`src/rtl/brq_n_if.sv`:
```
// ----------------------------------------------------------------------------
// brq_n_if - request/issue bundle for the brq_n bus request queue.
//   master : requester/bus side (drives send_in, dest_in, req, free, pull)
//   slave  : queue side (drives ack, valid, send_out, dest_out, count, full)
// Signals:
//   send_in  [NUM_SRC*ID_W]   sender id per source, source s at [s*ID_W +: ID_W]
//   dest_in  [NUM_SRC*DST_W]  dest index per source, same packing
//   req      [NUM_SRC]        request per source, held until acked
//   ack      [NUM_SRC]        one-hot accept, combinational
//   free     [NUM_DEST]       destination d can accept a transfer
//   pull     1                bus takes an entry this cycle if valid
//   valid    1                an issuable entry exists and pull=1
//   send_out [ID_W]           sender of issued entry (0 when !valid)
//   dest_out [DST_W]          dest of issued entry (0 when !valid)
//   count    [clog2(DEPTH+1)] registered occupancy
//   full     1                count == DEPTH
// ----------------------------------------------------------------------------
interface brq_n_if #(
  parameter int NUM_SRC  = 4,
  parameter int NUM_DEST = 5,
  parameter int DEPTH    = 4,
  parameter int ID_W     = 4,
  parameter int DST_W    = 3
);
  localparam int CNT_W = $clog2(DEPTH + 1);

  logic [NUM_SRC*ID_W-1:0]  send_in;
  logic [NUM_SRC*DST_W-1:0] dest_in;
  logic [NUM_SRC-1:0]       req;
  logic [NUM_SRC-1:0]       ack;
  logic [NUM_DEST-1:0]      free;
  logic                     pull;
  logic                     valid;
  logic [ID_W-1:0]          send_out;
  logic [DST_W-1:0]         dest_out;
  logic [CNT_W-1:0]         count;
  logic                     full;

  modport master (
    output send_in, dest_in, req, free, pull,
    input  ack, valid, send_out, dest_out, count, full
  );

  modport slave (
    input  send_in, dest_in, req, free, pull,
    output ack, valid, send_out, dest_out, count, full
  );
endinterface

```
`src/rtl/brq_n.sv`:
```
// ----------------------------------------------------------------------------
// brq_n - parametrised bus request queue.
// Accepts one {sender,dest} request per cycle from NUM_SRC requesters into a
// DEPTH-entry collapsing queue (slot 0 = oldest) and issues the oldest entry
// whose destination is free whenever the bus pulls. Issue is therefore
// out-of-order across destinations but in-order per destination.
// Ports:
//   clk  - clock, all state on rising edge
//   clr  - asynchronous active-high reset
//   bus  - brq_n_if.slave request/issue bundle
// Configuration macro:
//   BRQ_RR_ARB_EN - defined: round-robin write arbitration with a pointer
//                   that moves to winner+1 on acked edges.
//                   undefined: fixed priority, highest source index wins.
// ----------------------------------------------------------------------------
module brq_n #(
  parameter int NUM_SRC  = 4,
  parameter int NUM_DEST = 5,
  parameter int DEPTH    = 4,
  parameter int ID_W     = 4,
  parameter int DST_W    = 3
) (
  input  logic   clk,
  input  logic   clr,
  brq_n_if.slave bus
);
  localparam int CNT_W = $clog2(DEPTH + 1);
  localparam int IDX_W = $clog2(DEPTH);
  localparam int SRC_W = (NUM_SRC > 1) ? $clog2(NUM_SRC) : 1;

  // Queue storage; slots [0, r_count) are valid, so the valid bits are implied
  // by the occupancy rather than stored.
  logic [ID_W-1:0]  r_snd [DEPTH];
  logic [DST_W-1:0] r_dst [DEPTH];
  logic [CNT_W-1:0] r_count;

  logic [DEPTH-1:0] w_dfree;
  logic [DEPTH-1:0] w_ready;
  logic             w_valid;
  logic [IDX_W-1:0] w_iss_idx;
  logic             w_full;
  logic             w_any;
  logic [SRC_W-1:0] w_win;
  logic             w_write;
  logic [ID_W-1:0]  w_wr_snd;
  logic [DST_W-1:0] w_wr_dst;
  logic [CNT_W-1:0] w_tail;

  // Readiness per slot. Out-of-range destinations match no free bit and are
  // therefore never issued.
  always_comb begin
    w_dfree = '0;
    w_ready = '0;
    for (int e = 0; e < DEPTH; e++) begin
      for (int d = 0; d < NUM_DEST; d++) begin
        if (r_dst[e] == DST_W'(d)) w_dfree[e] = bus.free[d];
      end
      w_ready[e] = (CNT_W'(e) < r_count) & w_dfree[e] & bus.pull;
    end
  end

  // Lowest ready slot wins: descending scan so the last hit is the oldest.
  always_comb begin
    w_iss_idx = '0;
    for (int e = DEPTH - 1; e >= 0; e--) begin
      if (w_ready[e]) w_iss_idx = IDX_W'(e);
    end
  end

  assign w_valid = |w_ready;
  assign w_full  = (r_count == CNT_W'(DEPTH));
  assign w_any   = |bus.req;

`ifdef BRQ_RR_ARB_EN
  logic [SRC_W-1:0] r_ptr;

  // Search starts at the pointer and wraps; first requester found wins.
  always_comb begin
    logic       found;
    logic [SRC_W-1:0] cand;
    found = 1'b0;
    cand  = '0;
    w_win = '0;
    for (int k = 0; k < NUM_SRC; k++) begin
      cand = SRC_W'((int'(r_ptr) + k) % NUM_SRC);
      if (!found && bus.req[cand]) begin
        found = 1'b1;
        w_win = cand;
      end
    end
  end
`else
  always_comb begin
    w_win = '0;
    for (int s = 0; s < NUM_SRC; s++) begin
      if (bus.req[s]) w_win = SRC_W'(s);
    end
  end
`endif

  always_comb begin
    w_wr_snd = '0;
    w_wr_dst = '0;
    for (int s = 0; s < NUM_SRC; s++) begin
      if (w_win == SRC_W'(s)) begin
        w_wr_snd = bus.send_in[s*ID_W +: ID_W];
        w_wr_dst = bus.dest_in[s*DST_W +: DST_W];
      end
    end
  end

  // A full queue only accepts when an entry leaves on the same edge.
  assign w_write = !clr && w_any && (!w_full || w_valid);
  // Tail position after the collapse of an issued slot.
  assign w_tail  = r_count - CNT_W'(w_valid);

  assign bus.ack      = w_write ? (NUM_SRC'(1) << w_win) : '0;
  assign bus.valid    = w_valid && !clr;
  assign bus.send_out = bus.valid ? r_snd[w_iss_idx] : '0;
  assign bus.dest_out = bus.valid ? r_dst[w_iss_idx] : '0;
  assign bus.count    = r_count;
  assign bus.full     = w_full;

  always_ff @(posedge clk or posedge clr) begin
    if (clr) begin
      for (int e = 0; e < DEPTH; e++) begin
        r_snd[e] <= '0;
        r_dst[e] <= '0;
      end
      r_count <= '0;
`ifdef BRQ_RR_ARB_EN
      r_ptr   <= '0;
`endif
    end else begin
      // Collapse: everything younger than the issued slot moves down one.
      if (w_valid) begin
        for (int e = 0; e < DEPTH - 1; e++) begin
          if (IDX_W'(e) >= w_iss_idx) begin
            r_snd[e] <= r_snd[e+1];
            r_dst[e] <= r_dst[e+1];
          end
        end
      end
      // Tail write after the collapse; later assignment overrides the shift.
      if (w_write) begin
        r_snd[IDX_W'(w_tail)] <= w_wr_snd;
        r_dst[IDX_W'(w_tail)] <= w_wr_dst;
      end
      r_count <= r_count + CNT_W'(w_write) - CNT_W'(w_valid);
`ifdef BRQ_RR_ARB_EN
      if (w_write) begin
        r_ptr <= (int'(w_win) == NUM_SRC - 1) ? '0 : w_win + SRC_W'(1);
      end
`endif
    end
  end
endmodule

```
`src/flat_wrapper.sv`:
```
// flat-port wrapper written by rule: the top's interface ports become plain ports
module brq_n_flat 
#(
  parameter int NUM_SRC  = 4,
  parameter int NUM_DEST = 5,
  parameter int DEPTH    = 4,
  parameter int ID_W     = 4,
  parameter int DST_W    = 3
)
  (clk, clr, bus_send_in, bus_dest_in, bus_req, bus_free, bus_pull, bus_ack, bus_valid, bus_send_out, bus_dest_out, bus_count, bus_full);
  brq_n_if #(.NUM_SRC(NUM_SRC), .NUM_DEST(NUM_DEST), .DEPTH(DEPTH), .ID_W(ID_W), .DST_W(DST_W)) bus_i ();
  input  logic clk;
  input  logic clr;
  input wire logic [$bits(bus_i.send_in)-1:0] bus_send_in;
  input wire logic [$bits(bus_i.dest_in)-1:0] bus_dest_in;
  input wire logic [$bits(bus_i.req)-1:0] bus_req;
  input wire logic [$bits(bus_i.free)-1:0] bus_free;
  input wire logic [$bits(bus_i.pull)-1:0] bus_pull;
  output wire logic [$bits(bus_i.ack)-1:0] bus_ack;
  output wire logic [$bits(bus_i.valid)-1:0] bus_valid;
  output wire logic [$bits(bus_i.send_out)-1:0] bus_send_out;
  output wire logic [$bits(bus_i.dest_out)-1:0] bus_dest_out;
  output wire logic [$bits(bus_i.count)-1:0] bus_count;
  output wire logic [$bits(bus_i.full)-1:0] bus_full;
  assign bus_i.send_in = bus_send_in;
  assign bus_i.dest_in = bus_dest_in;
  assign bus_i.req = bus_req;
  assign bus_i.free = bus_free;
  assign bus_i.pull = bus_pull;
  assign bus_ack = bus_i.ack;
  assign bus_valid = bus_i.valid;
  assign bus_send_out = bus_i.send_out;
  assign bus_dest_out = bus_i.dest_out;
  assign bus_count = bus_i.count;
  assign bus_full = bus_i.full;
  brq_n #(.NUM_SRC(NUM_SRC), .NUM_DEST(NUM_DEST), .DEPTH(DEPTH), .ID_W(ID_W), .DST_W(DST_W)) u_core (.clk(clk), .clr(clr), .bus(bus_i));
endmodule
```
`config.mk`:
```
export PLATFORM = sky130hd
export DESIGN_NAME = brq_n_flat
export DESIGN_NICKNAME = d
export VERILOG_FILES = /design/src/rtl/brq_n_if.sv /design/src/rtl/brq_n.sv /design/src/flat_wrapper.sv
export SDC_FILE = /design/constraint.sdc
export NUM_CORES = 1
export LEC_CHECK = 0
export ABC_AREA = 1
export BUFFER_PORTS_ARGS = -buffer_cell sky130_fd_sc_hd__buf_2
export CORE_AREA = 2 2 77 87
export DETAILED_ROUTE_END_ITERATION = 10
export DIE_AREA = 0 0 79 89
export PLACE_DENSITY_LB_ADDON = 0.2
export SLEW_MARGIN = 40
export SYNTH_ARGS = -nofsm -noshare
export SYNTH_HDL_FRONTEND = slang
export SYNTH_SLANG_ARGS = --single-unit
export TNS_END_PERCENT = 10
```
`constraint.sdc`:
```
create_clock -name clk -period 3.3 [get_ports clk]
set_input_delay 0.99 -clock clk [delete_from_list [all_inputs] [get_ports clk]]
set_output_delay 0.99 -clock clk [all_outputs]
set_load 0.01 [all_outputs]
```
==> run metrics <==
Worst Path Buf+Inv=5; Max clock buf depth=2; startpoint types=input pin; FF/Latch Area=776 µm²; Relative slew margins=0.695; grt total ovfl=0; met1 wire length=3.20 mm; met2 routed WL=3.33 mm; max-cap violations=0; CTS Hold Bufs=0; clk_lat worst skew=0.28 ns; first-pass GRT wire length=11.5 mm; area leader, netlist=dfrtp_1; die area=0.00703 mm²; Clock Tree Root=clkbuf_8; GRT Total Usage=0.206; clock sink count=31; htree depth=2; r2r setup slk=0.45 ns; drt first pass iters=4; final setup vio count=0; Cell Chain, Critical Path=buf_2 > inv_4 > nand2_2 > nand3_2 > nand3_2 > nand2_2 > inv_2 > nand2_2 > nand2_4 > buf_6 > nand3b_1 > nand3_2 > a21oi_2 > buf_2; IO Pins=56; met3 routed WL=489 µm; Max FO, Critical Path=5; Via Count=2777; period utilization=0.994; Slew @ Worst Pin=0.455 ns; synth warn=0; R2R depth=18; Final Wtd Congestion=0.923; Worst Slack Setup Final=0.0205 ns; drt total wl=7.13 mm; footprint of the multi-input gates=0.00155 mm²; I/O Buffers=55; Vias/cell=5.04; number of synthesized register bits=31; fin. max-slew vios=0; DRC violations left=0; Placement Setup Slack=-0.0462 ns; CP Class=in -> out; Area Overhead vs Synth=29.6%; CP startpoint=bus_free[1]; Crit. End Element=output pin; outcome=complete, no violations; TritonCTS buffer count=5; CP Data Required Time=2.31 ns; DRT antenna net count=0; syn_nets=448; synth top area cells=dfrtp_1 (31%), nand2_1 (21%), nand3_1 (12%); crit-path leading delay family=simple AND/OR/NAND/NOR gates; top-area cell type share of the netlist area=0.308; Seq/Total Area, Yosys=0.308; reg-to-reg critical path startpoint=u_core.bus.count[1]$_DFF_PP0_; initial antenna violation count=0; Placed Area=0.00293 mm²; Yosys cell types=28; slowest CP cell=a21oi_2; Design Area, Final=0.00326 mm²; share of layout cells above drive strength 1=0.295; highest metal used=met4; RSZ-0062 raised after global routing=yes; initial core utilization=0.414; DRT iter0 DRCs=133; Critical Path AT=2.29 ns; CP Capture Point=bus_send_out[2]; Die Wd=79 µm; final cell count without fillers=551; Cells after DPL=539; vias in the first global route=2455; DIE HEIGHT=89 µm; routed wire length per instance=12.9 µm; filler cell count=650; Max Freq=0.305 GHz; Final Total Pwr=3.34 mW; CP peak stage delay=0.16 ns; Avg Cell Area, Syn=6.28 µm²; final setup TNS=0 ns; gate count of the mapped netlist=401; final hold violation count=0; num rows=30; CTS clk-pin slew, worst paths=0.06 ns; largest net degree at the start of global routing=28; fin nets=517; Ant. Diodes=0; VDD IR max=537 µV; Hold WC Path Type=reg -> reg; critical path depth=14; leakage dissipation=1.75 nW; core area=0.00608 mm²; Syn Std Cell Area=0.00252 mm²; crit path time final=3.28 ns; CTS tree=built; dpl hpwl=5.50 mm; pwr/cell area=1020 mW/mm²; Layout Skew=0.00743 ns
==> repair_timing <==
item                       CTS  global route
setup buffers                2             1
gates cloned                 0             1
gates resized for setup      7            47
pin swaps                    2            23
setup endpoints to repair    7            11
==> kinds of logic after synthesis <==
group	after synthesis	share of synthesized area
and+or+nand+nor	237	0.418
buffers and inverters	71	0.123
AOI/OAI and AO/OA	54	0.109
DFF	31	0.308
adders and majority gates	7	0.0378
xor gates and xnor gates	1	0.00348
==> stage by stage <==
stage / utilization / hold slack [ns]
6_report: 0.537 / 0.501
5_1_grt: 0.537 / 0.541
4_1_cts: 0.507 / 0.498
3_5_place_dp: 0.481 / 0.482
3_3_place_gp: 0.481 / 0.475
2_1_floorplan: - / 0.459
==> final cells by class <==
cell class	count	share of cell area
Clock buffer	6	0.0253
Clock inverter	2	0.0107
Inverter	57	0.0694
Multi-Input combinational cell	299	0.475
Sequential cell	31	0.238
Tap cell	80	0.0307
Timing Repair Buffer	76	0.151
==> worst min-delay path by stage <==
stage                  start        to  cells after the start
global route        register  register                      2
finish              register  register                      2
detailed placement  register  register                      2
global placement    register  register                      2
floorplan           register  register                      2
CTS                 register  register                      2
==> worst min-delay path, cell delays in order, from the launching register on <==
cell     delay (ns)
dfrtp_1        0.35
nand2_1        0.05
o21ai_1        0.06
==> Yosys cell counts <==
master    instances
o21ai_1           5
nand4_1           3
nand3_1          62
nor2_4            1
nand2_2           5
inv_4             1
inv_2             6
nor3_1            2
dfrtp_1          31
ha_1              6
o21ai_0          31
a21oi_2           1
buf_4             3
buf_6             3
nand3_2           2
clkbuf_1          3
nor4_1            1
xor2_1            1
o22ai_1           1
fa_1              1
nand3b_1          3
a21oi_1          16
nand2_4           3
nand2_1         138
nor2_2            3
buf_2             5
inv_1            50
nor2_1           14
==> report_power, final <==
group	internal [mW]	leakage [nW]	switching [mW]	total [mW]
combinational	0.853	1.31	1.40	2.25
sequential	0.569	0.381	0.133	0.702
clock	0.244	0.0612	0.140	0.384
==> per-layer routing <==
metal / vias up / GRT usage
li1: 1415 / -
met1: 1244 / 0.281
met2: 107 / 0.341
met3: 11 / 0.0253
met4: 0 / 0.0705
met5: - / 0
==> layout by cell type, fill, tap and decap left out, types with 4 or more instances in the layout <==
master | netlist | final
nand2_1 | 138 | 128
nand2_4 | 3 | 4
nand3_1 | 62 | 53
a21oi_1 | 16 | 13
a21oi_2 | 1 | 4
buf_6 | 3 | 8
clkbuf_8 | 0 | 6
buf_4 | 3 | 15
buf_2 | 5 | 51
o21ai_1 | 5 | 4
nor2_1 | 14 | 13
inv_1 | 50 | 42
nand3_2 | 2 | 11
o21ai_0 | 31 | 31
inv_2 | 6 | 10
dfrtp_1 | 31 | 31
ha_1 | 6 | 6
nand2_2 | 5 | 13
inv_4 | 1 | 5
(Power assumes the default switching activity.)
